$ cat src/rtl/mmio_pkg.sv
// mmio_pkg: shared FSM/error encodings and the default system memory map
package mmio_pkg;
  typedef enum logic [1:0] {IDLE = 2'd0, ACCESS = 2'd1, RESP = 2'd2} state_e;
  typedef enum logic [1:0] {ERR_NONE, ERR_UNMAPPED, ERR_CONFLICT, ERR_TIMEOUT} err_e;
  localparam int DEF_ADDR_W = 64;
  localparam int DEF_NUM_SLAVES = 4;
  localparam logic [DEF_NUM_SLAVES*DEF_ADDR_W-1:0] DEF_BASE_ADDRS =
    {64'h0000_9000, 64'h0000_8010, 64'h0000_8000, 64'h0000_0000};
  localparam logic [DEF_NUM_SLAVES*DEF_ADDR_W-1:0] DEF_REGION_SIZES =
    {64'h200, 64'h8, 64'h8, 64'h3000};
endpackage

$ cat src/rtl/mmio_bus_fabric_if.sv
// mmio_bus_fabric_if: core-side bus, peripheral-side bus and error log signals
//   master: core/peripheral environment view; slave: fabric view
interface mmio_bus_fabric_if #(parameter int ADDR_W = 64, parameter int DATA_W = 64, parameter int NUM_SLAVES = 4);
  logic [ADDR_W-1:0] bus_address;
  logic [DATA_W-1:0] bus_write_data;
  logic bus_write_enable;
  logic bus_read_enable;
  logic [DATA_W-1:0] bus_read_data;
  logic bus_read_done;
  logic bus_write_done;
  logic bus_error;
  logic [NUM_SLAVES-1:0] s_sel;
  logic [ADDR_W-1:0] s_offset;
  logic [DATA_W-1:0] s_write_data;
  logic s_write_enable;
  logic s_read_enable;
  logic [NUM_SLAVES*DATA_W-1:0] s_read_data;
  logic [NUM_SLAVES-1:0] s_ready;
  logic [ADDR_W-1:0] err_addr;
  logic [15:0] err_count;
  modport master (
    output bus_address, bus_write_data, bus_write_enable, bus_read_enable, s_read_data, s_ready,
    input bus_read_data, bus_read_done, bus_write_done, bus_error, s_sel, s_offset, s_write_data,
    input s_write_enable, s_read_enable, err_addr, err_count
  );
  modport slave (
    input bus_address, bus_write_data, bus_write_enable, bus_read_enable, s_read_data, s_ready,
    output bus_read_data, bus_read_done, bus_write_done, bus_error, s_sel, s_offset, s_write_data,
    output s_write_enable, s_read_enable, err_addr, err_count
  );
endinterface

$ cat src/rtl/mmio_addr_decode.sv
// mmio_addr_decode: combinational address -> one-hot region hit, hit flag, region offset
//   addr_i: byte address; sel_o: one-hot hit (lowest index wins); hit_o: any hit; offset_o: addr - base
module mmio_addr_decode import mmio_pkg::*; #(
  parameter int ADDR_W = 64,
  parameter int NUM_SLAVES = 4,
  parameter logic [NUM_SLAVES*ADDR_W-1:0] BASE_ADDRS = DEF_BASE_ADDRS,
  parameter logic [NUM_SLAVES*ADDR_W-1:0] REGION_SIZES = DEF_REGION_SIZES
) (
  input  logic [ADDR_W-1:0]     addr_i,
  output logic [NUM_SLAVES-1:0] sel_o,
  output logic                  hit_o,
  output logic [ADDR_W-1:0]     offset_o
);
  // Bounds use ADDR_W+1 bits so base+size cannot wrap; scanning downward lets the lowest index win.
  always_comb begin
    sel_o = '0;
    hit_o = 1'b0;
    offset_o = '0;
    for (int i = NUM_SLAVES - 1; i >= 0; i--)
      if ({1'b0, addr_i} >= {1'b0, BASE_ADDRS[i*ADDR_W +: ADDR_W]} &&
          {1'b0, addr_i} < {1'b0, BASE_ADDRS[i*ADDR_W +: ADDR_W]} + {1'b0, REGION_SIZES[i*ADDR_W +: ADDR_W]}) begin
        sel_o = NUM_SLAVES'(1) << i;
        hit_o = 1'b1;
        offset_o = addr_i - BASE_ADDRS[i*ADDR_W +: ADDR_W];
      end
  end
endmodule

$ cat src/rtl/mmio_bus_fabric.sv
// mmio_bus_fabric: core data port to NUM_SLAVES peripherals with decode, wait states, timeout and errors
//   clk, reset: system clock, synchronous active-high reset
//   bus (slave modport): bus_* master request/response, s_* peripheral strobes/data, err_addr/err_count
//   optional MMIO_FABRIC_ERR_LOG_EN: keeps last faulting address and a saturating error count
module mmio_bus_fabric import mmio_pkg::*; #(
  parameter int ADDR_W = 64,
  parameter int DATA_W = 64,
  parameter int NUM_SLAVES = 4,
  parameter logic [NUM_SLAVES*ADDR_W-1:0] BASE_ADDRS = DEF_BASE_ADDRS,
  parameter logic [NUM_SLAVES*ADDR_W-1:0] REGION_SIZES = DEF_REGION_SIZES,
  parameter int TIMEOUT_CYCLES = 255
) (
  input logic clk,
  input logic reset,
  mmio_bus_fabric_if.slave bus
);
  state_e state_q, state_d;
  err_e cause_q, cause_d;
  logic [NUM_SLAVES-1:0] sel_q, sel_d, dec_sel;
  logic [ADDR_W-1:0] off_q, off_d, dec_off;
  logic [DATA_W-1:0] wdata_q, wdata_d, rdata_q, rdata_d, rdat;
  logic [15:0] cnt_q, cnt_d;
  logic dir_q, dir_d, dec_hit, rdy, rd, wr, access, strobe;
  assign rd = bus.bus_read_enable;
  assign wr = bus.bus_write_enable;
  mmio_addr_decode #(
    .ADDR_W(ADDR_W), .NUM_SLAVES(NUM_SLAVES), .BASE_ADDRS(BASE_ADDRS), .REGION_SIZES(REGION_SIZES)
  ) u_dec (
    .addr_i(bus.bus_address), .sel_o(dec_sel), .hit_o(dec_hit), .offset_o(dec_off)
  );
  always_comb begin
    rdy = 1'b0;
    rdat = '0;
    for (int i = 0; i < NUM_SLAVES; i++)
      if (sel_q[i]) begin
        rdy = bus.s_ready[i];
        rdat = bus.s_read_data[i*DATA_W +: DATA_W];
      end
  end
  always_comb begin
    state_d = state_q;
    cause_d = cause_q;
    sel_d = sel_q;
    off_d = off_q;
    wdata_d = wdata_q;
    rdata_d = rdata_q;
    dir_d = dir_q;
    cnt_d = cnt_q;
    if (state_q == IDLE && (rd || wr)) begin
      sel_d = dec_sel;
      off_d = dec_off;
      wdata_d = bus.bus_write_data;
      dir_d = wr && !rd;
      rdata_d = '0;
      cnt_d = '0;
      cause_d = (rd && wr) ? ERR_CONFLICT : !dec_hit ? ERR_UNMAPPED : ERR_NONE;
      state_d = (cause_d == ERR_NONE) ? ACCESS : RESP;
    end else if (state_q == ACCESS) begin
      cnt_d = cnt_q + 16'd1;
      if (rdy) begin
        rdata_d = dir_q ? '0 : rdat;
        state_d = RESP;
      end else if (cnt_d == 16'(TIMEOUT_CYCLES)) begin
        cause_d = ERR_TIMEOUT;
        state_d = RESP;
      end
    end else if (state_q == RESP && !rd && !wr) begin
      cause_d = ERR_NONE;
      state_d = IDLE;
    end
  end
  always_ff @(posedge clk)
    if (reset) begin
      state_q <= IDLE;
      cause_q <= ERR_NONE;
      sel_q <= '0;
      off_q <= '0;
      wdata_q <= '0;
      rdata_q <= '0;
      dir_q <= 1'b0;
      cnt_q <= '0;
    end else begin
      state_q <= state_d;
      cause_q <= cause_d;
      sel_q <= sel_d;
      off_q <= off_d;
      wdata_q <= wdata_d;
      rdata_q <= rdata_d;
      dir_q <= dir_d;
      cnt_q <= cnt_d;
    end
  // Gating with reset keeps an aborted transaction from strobing during the reset cycle.
  assign access = state_q == ACCESS && !reset;
  assign strobe = access && cnt_q == '0;
  assign bus.s_sel = access ? sel_q : '0;
  assign bus.s_offset = off_q;
  assign bus.s_write_data = wdata_q;
  assign bus.s_write_enable = strobe && dir_q;
  assign bus.s_read_enable = strobe && !dir_q;
  assign bus.bus_read_done = state_q == RESP && !dir_q;
  assign bus.bus_write_done = state_q == RESP && dir_q;
  assign bus.bus_error = state_q == RESP && cause_q != ERR_NONE;
  assign bus.bus_read_data = bus.bus_read_done ? rdata_q : '0;
`ifdef MMIO_FABRIC_ERR_LOG_EN
  logic [ADDR_W-1:0] addr_q, err_addr_q;
  logic [15:0] err_count_q;
  always_ff @(posedge clk)
    if (reset) begin
      addr_q <= '0;
      err_addr_q <= '0;
      err_count_q <= '0;
    end else begin
      if (state_q == IDLE && (rd || wr)) addr_q <= bus.bus_address;
      if (state_d == RESP && state_q != RESP && cause_d != ERR_NONE) begin
        err_addr_q <= (state_q == IDLE) ? bus.bus_address : addr_q;
        err_count_q <= err_count_q + 16'(err_count_q != 16'hFFFF);
      end
    end
  assign bus.err_addr = err_addr_q;
  assign bus.err_count = err_count_q;
`else
  assign bus.err_addr = '0;
  assign bus.err_count = '0;
`endif
endmodule

$ cat src/flat_wrapper.sv
// flat-port wrapper written by rule: the top's interface ports become plain ports
module mmio_bus_fabric_flat import mmio_pkg::*;
#(
  parameter int ADDR_W = 64,
  parameter int DATA_W = 64,
  parameter int NUM_SLAVES = 4,
  parameter logic [NUM_SLAVES*ADDR_W-1:0] BASE_ADDRS = DEF_BASE_ADDRS,
  parameter logic [NUM_SLAVES*ADDR_W-1:0] REGION_SIZES = DEF_REGION_SIZES,
  parameter int TIMEOUT_CYCLES = 255
)
  (clk, reset, bus_bus_address, bus_bus_write_data, bus_bus_write_enable, bus_bus_read_enable, bus_s_read_data, bus_s_ready, bus_bus_read_data, bus_bus_read_done, bus_bus_write_done, bus_bus_error, bus_s_sel, bus_s_offset, bus_s_write_data, bus_s_write_enable, bus_s_read_enable, bus_err_addr, bus_err_count);
  mmio_bus_fabric_if #(.ADDR_W(ADDR_W), .DATA_W(DATA_W), .NUM_SLAVES(NUM_SLAVES)) bus_i ();
  input logic clk;
  input logic reset;
  input wire logic [$bits(bus_i.bus_address)-1:0] bus_bus_address;
  input wire logic [$bits(bus_i.bus_write_data)-1:0] bus_bus_write_data;
  input wire logic [$bits(bus_i.bus_write_enable)-1:0] bus_bus_write_enable;
  input wire logic [$bits(bus_i.bus_read_enable)-1:0] bus_bus_read_enable;
  input wire logic [$bits(bus_i.s_read_data)-1:0] bus_s_read_data;
  input wire logic [$bits(bus_i.s_ready)-1:0] bus_s_ready;
  output wire logic [$bits(bus_i.bus_read_data)-1:0] bus_bus_read_data;
  output wire logic [$bits(bus_i.bus_read_done)-1:0] bus_bus_read_done;
  output wire logic [$bits(bus_i.bus_write_done)-1:0] bus_bus_write_done;
  output wire logic [$bits(bus_i.bus_error)-1:0] bus_bus_error;
  output wire logic [$bits(bus_i.s_sel)-1:0] bus_s_sel;
  output wire logic [$bits(bus_i.s_offset)-1:0] bus_s_offset;
  output wire logic [$bits(bus_i.s_write_data)-1:0] bus_s_write_data;
  output wire logic [$bits(bus_i.s_write_enable)-1:0] bus_s_write_enable;
  output wire logic [$bits(bus_i.s_read_enable)-1:0] bus_s_read_enable;
  output wire logic [$bits(bus_i.err_addr)-1:0] bus_err_addr;
  output wire logic [$bits(bus_i.err_count)-1:0] bus_err_count;
  assign bus_i.bus_address = bus_bus_address;
  assign bus_i.bus_write_data = bus_bus_write_data;
  assign bus_i.bus_write_enable = bus_bus_write_enable;
  assign bus_i.bus_read_enable = bus_bus_read_enable;
  assign bus_i.s_read_data = bus_s_read_data;
  assign bus_i.s_ready = bus_s_ready;
  assign bus_bus_read_data = bus_i.bus_read_data;
  assign bus_bus_read_done = bus_i.bus_read_done;
  assign bus_bus_write_done = bus_i.bus_write_done;
  assign bus_bus_error = bus_i.bus_error;
  assign bus_s_sel = bus_i.s_sel;
  assign bus_s_offset = bus_i.s_offset;
  assign bus_s_write_data = bus_i.s_write_data;
  assign bus_s_write_enable = bus_i.s_write_enable;
  assign bus_s_read_enable = bus_i.s_read_enable;
  assign bus_err_addr = bus_i.err_addr;
  assign bus_err_count = bus_i.err_count;
  mmio_bus_fabric #(.ADDR_W(ADDR_W), .DATA_W(DATA_W), .NUM_SLAVES(NUM_SLAVES), .BASE_ADDRS(BASE_ADDRS), .REGION_SIZES(REGION_SIZES), .TIMEOUT_CYCLES(TIMEOUT_CYCLES)) u_core (.clk(clk), .reset(reset), .bus(bus_i));
endmodule
$ cat config.mk
export PLATFORM = sky130hd
export DESIGN_NAME = mmio_bus_fabric_flat
export DESIGN_NICKNAME = d
export VERILOG_FILES = /design/src/rtl/mmio_pkg.sv /design/src/rtl/mmio_bus_fabric_if.sv /design/src/rtl/mmio_addr_decode.sv /design/src/rtl/mmio_bus_fabric.sv /design/src/flat_wrapper.sv
export SDC_FILE = /design/constraint.sdc
export NUM_CORES = 1
export LEC_CHECK = 0
export CORE_AREA = 3 3 261 263
export CTS_BUF_LIST = sky130_fd_sc_hd__clkbuf_16
export DETAILED_ROUTE_END_ITERATION = 10
export DIE_AREA = 0 0 264 266
export PLACE_DENSITY_LB_ADDON = 0.3
export SLEW_MARGIN = 25
export SYNTH_ARGS = -nofsm -noshare
export SYNTH_HDL_FRONTEND = slang
export SYNTH_HIERARCHICAL = 1
export SYNTH_SLANG_ARGS = --single-unit
$ cat constraint.sdc
create_clock -name clk -period 3.4 [get_ports clk]
set_input_delay 0.68 -clock clk [delete_from_list [all_inputs] [get_ports clk]]
set_output_delay 0.68 -clock clk [all_outputs]
set_load 0.1 [all_outputs]
==> results.ini <==
[clock_network]
clk-insertion-delay-late_ns = 0.59
clkSlewWorstSetupHoldPaths_ns = 0.06
cts_root_buffer = clkbuf_16
cts_tree = built
cts-root-to-sink-buffers = 3
cts_setup_buffers = 0
cts.sink_count = 217
cts_inserted_buffers = 30
htree_levels = 1

[die]
design.core.area_sq_um = 65900
total_i_o_pin_count = 673
die-area_sq_um = 70200
die_h_um = 266
initial_core_util = 0.185
die_w_um = 264
num_rows = 94

[route]
final_antenna_net_count = 0
drc_errors = 0
number_of_vias_in_the_routed_layout = 13300
avgRoutedWirePerCell_um = 18.5
drt_iter0_drc = 837
detailedRoute.firstPassIterationCount = 5
drt-vias-per-instance = 4.40
routed_wl_um = 55900

[synthesis]
post_synthesis_instance_area_sq_um = 12200
post-synth-top-area-cell = dfxtp_1
synth-seq-area-share = 0.356
post_synth_inst_count = 1601
synth_enable_flop_cells = 0
synth_flop_cell = dfxtp_1
synth_unique_cells = 65
synth.top_cell.area_share = 0.356
post_synth.cell_area_avg_sq_um = 7.62
post_synth_most_frequent_cells = 349 x nand2_1, 217 x dfxtp_1, 149 x a21oi_1, 111 x buf_4, 109 x clkbuf_1
flip_flop_and_latch_count_after_synthesis = 217
yosysMostFrequentCell = nand2_1
synth.area.top_cells = dfxtp_1 36%, nand2_1 11%, buf_4 6.8%, a21oi_1 6.1%, a221oi_1 4.6%
async_flop_share = 0
ys.warnings.count = 6

[pwr]
internal_power_w = 0.00520
comb_power_share = 0.238
max-vdd-ir-drop_uv = 397
power.static_leakage_nw = 7.27
power_switching_w = 0.00264
clkPwrFrac = 0.424
p_per_cell_area_nw_per_um2 = 402
p_sw_frac = 0.336
power.share.sequential = 0.338
design_power_total_w = 0.00784

[finish]
final_cell_area_sq_um = 19500
final_layout_size_suffix_gt1_frac = 0.133
nets = 2531
post-route-util = 0.296
area_delta_synth_final_pct = 59.6
number_of_fill_cells = 7066

[global_route]
first_global_vias = 13100
grt_util_met3 = 0.0365
initial_antenna_violation_count = 5
gr-usage-met2 = 0.276
grt_busiest_layer = met2
grt_max_degree = 129
grt_pass1_wl_um = 81300
gr-usage-met1 = 0.166
grtUsageTotal = 0.146
grt.overflow.total = 0

[timing]
relSlewSlack = 0.335
finalWorstPathRequiredPeriod_ns = 3.16
clock-skew-final_ns = 0.0270
drv_slew = 0
fin_worst_hold_slack_ns = 0.454
final.period_utilization = 0.930
final-hold-violation-count = 0
final_setup_viols = 0
worstMarginPinSlew_ns = 0.994
max_freq_mhz = 316
grt_setup_unrepaired = false

[setup_path]
maximum_fanout_along_the_worst_path = 12
crit_path_cells = nand2b_1 -> nor2_1 -> nand4_1 -> nor4b_2 -> and2_1 -> buf_12
worstSetupStartpointType = flip-flop
maximum_cell_stage_delay_along_the_critical_path_ns = 0.43
crit_slowest_cell = dfxtp_1
worstSetupEndpointType = output port
crit_required_ns = 2.72
cp.arrival_ns = 2.48
path_class = flip-flop to output port

[status]
status = completed

[placement]
globalplace.congestion = 0.885
detailedPlacementHpwl_um = 41700
detailed_place.area_sq_um = 18400
placement.io_buffers = 592

[worst_hold_path]
holdCritPathClass = flip-flop to flip-flop

[flow_run]
cap_viol_max_count = 0

-- sequential cells by signal (all words and copies together) (netlist names) --
signal                   flops
u_core/state_q               2
u_core/bus.s_offset         64
u_core/rdata_q              64
u_core/cause_q               2
u_core/sel_q                 4
u_core/dir_q                 1
u_core/cnt_q                16
u_core/bus.s_write_data     64
-- layout make-up --
cell class                      count  area, sq um  area share
Antenna cell                        3         7.51    0.000385
Clock buffer                       30          751      0.0385
Clock inverter                     26          300      0.0154
Inverter                           23         86.3     0.00443
Multi-Input combinational cell   1222         6870       0.353
Sequential cell                   217         4350       0.224
Tap cell                          864         1080      0.0555
Timing Repair Buffer              633         6030       0.309
-- worst max-delay path, delay by kind of cell, from the launching register on --
| family | cells | cell delay (ns) |
|---|---|---|
| AND/OR/NAND/NOR | 5 | 1.25 |
| flip-flops | 1 | 0.43 |
| buffers and inverters | 1 | 0.20 |
-- power by group through the flow --
stage / Sequential, W / Clock (W) / Combinational (W)
after floorplan: 0.00319 / 0 / 0.000737
after global placement: 0.00271 / 0 / 0.00186
after detailed placement: 0.00271 / 0 / 0.00187
after CTS: 0.00265 / 0.00346 / 0.00187
after global routing: 0.00266 / 0.00356 / 0.00194
final: 0.00265 / 0.00332 / 0.00187
-- cell families after synthesis --
kind of cell / Yosys count / synth area share
simple gates: 679 / 0.265
compound gates: 407 / 0.233
buf+inv: 264 / 0.118
flops: 217 / 0.356
xor+xnor: 20 / 0.0144
fa+ha+maj: 12 / 0.0123
other cells: 2 / 0.000615
-- per-layer routing --
| layer | up-vias | share of wire |
|---|---|---|
| met3 | 45 | 0.077 |
| met1 | 6245 | 0.38 |
| met5 | - | 0.00020 |
| met4 | 2 | 0.016 |
| met2 | 571 | 0.53 |
| li1 | 6426 | - |
-- through the flow --
stage	cells	setup TNS, ns	setup slack [ns]
2_1_floorplan	1703	0	0.270
3_3_place_gp	2959	-5.12	-0.222
3_5_place_dp	2959	-4.74	-0.227
4_1_cts	3015	0	0.0653
5_1_grt	3018	0	0.0123
6_report	3018	0	0.237
-- cell usage in the layout (no fill, tap or decap), types with 9 or more instances in the layout --
master	instances
clkdlybuf4s50_1	430
nand2_1	348
dfxtp_1	213
buf_4	187
a21oi_1	148
conb_1	104
nor2_1	97
and2_1	78
o31ai_1	66
a22oi_1	66
nor2b_1	65
a221oi_1	64
clkbuf_16	30
a221o_1	27
inv_1	25
buf_12	16
nor4_1	13
xor2_1	13
nor3_1	12
ha_1	12
nand4_1	10
nand3_1	9
o21ai_0	9
-- worst paths after layout --
kind	cells after the start	start	end	slack, ns
worst max register to register	7	u_core/cnt_q[1]	u_core/cause_q[0]	1.04
worst min register to register	2	u_core/bus.s_write_data[26]	u_core/bus.s_write_data[26]	0.45
worst max-delay path	6	u_core/state_q[1]	bus_s_read_enable	0.24
worst min-delay path	2	u_core/bus.s_write_data[26]	u_core/bus.s_write_data[26]	0.45
-- repair_timing --
item,CTS,global route
hold buffers,0,0
gates resized for setup,1,1
setup endpoints to repair,1,2
gates cloned,0,0
(Power assumes the default switching activity.)
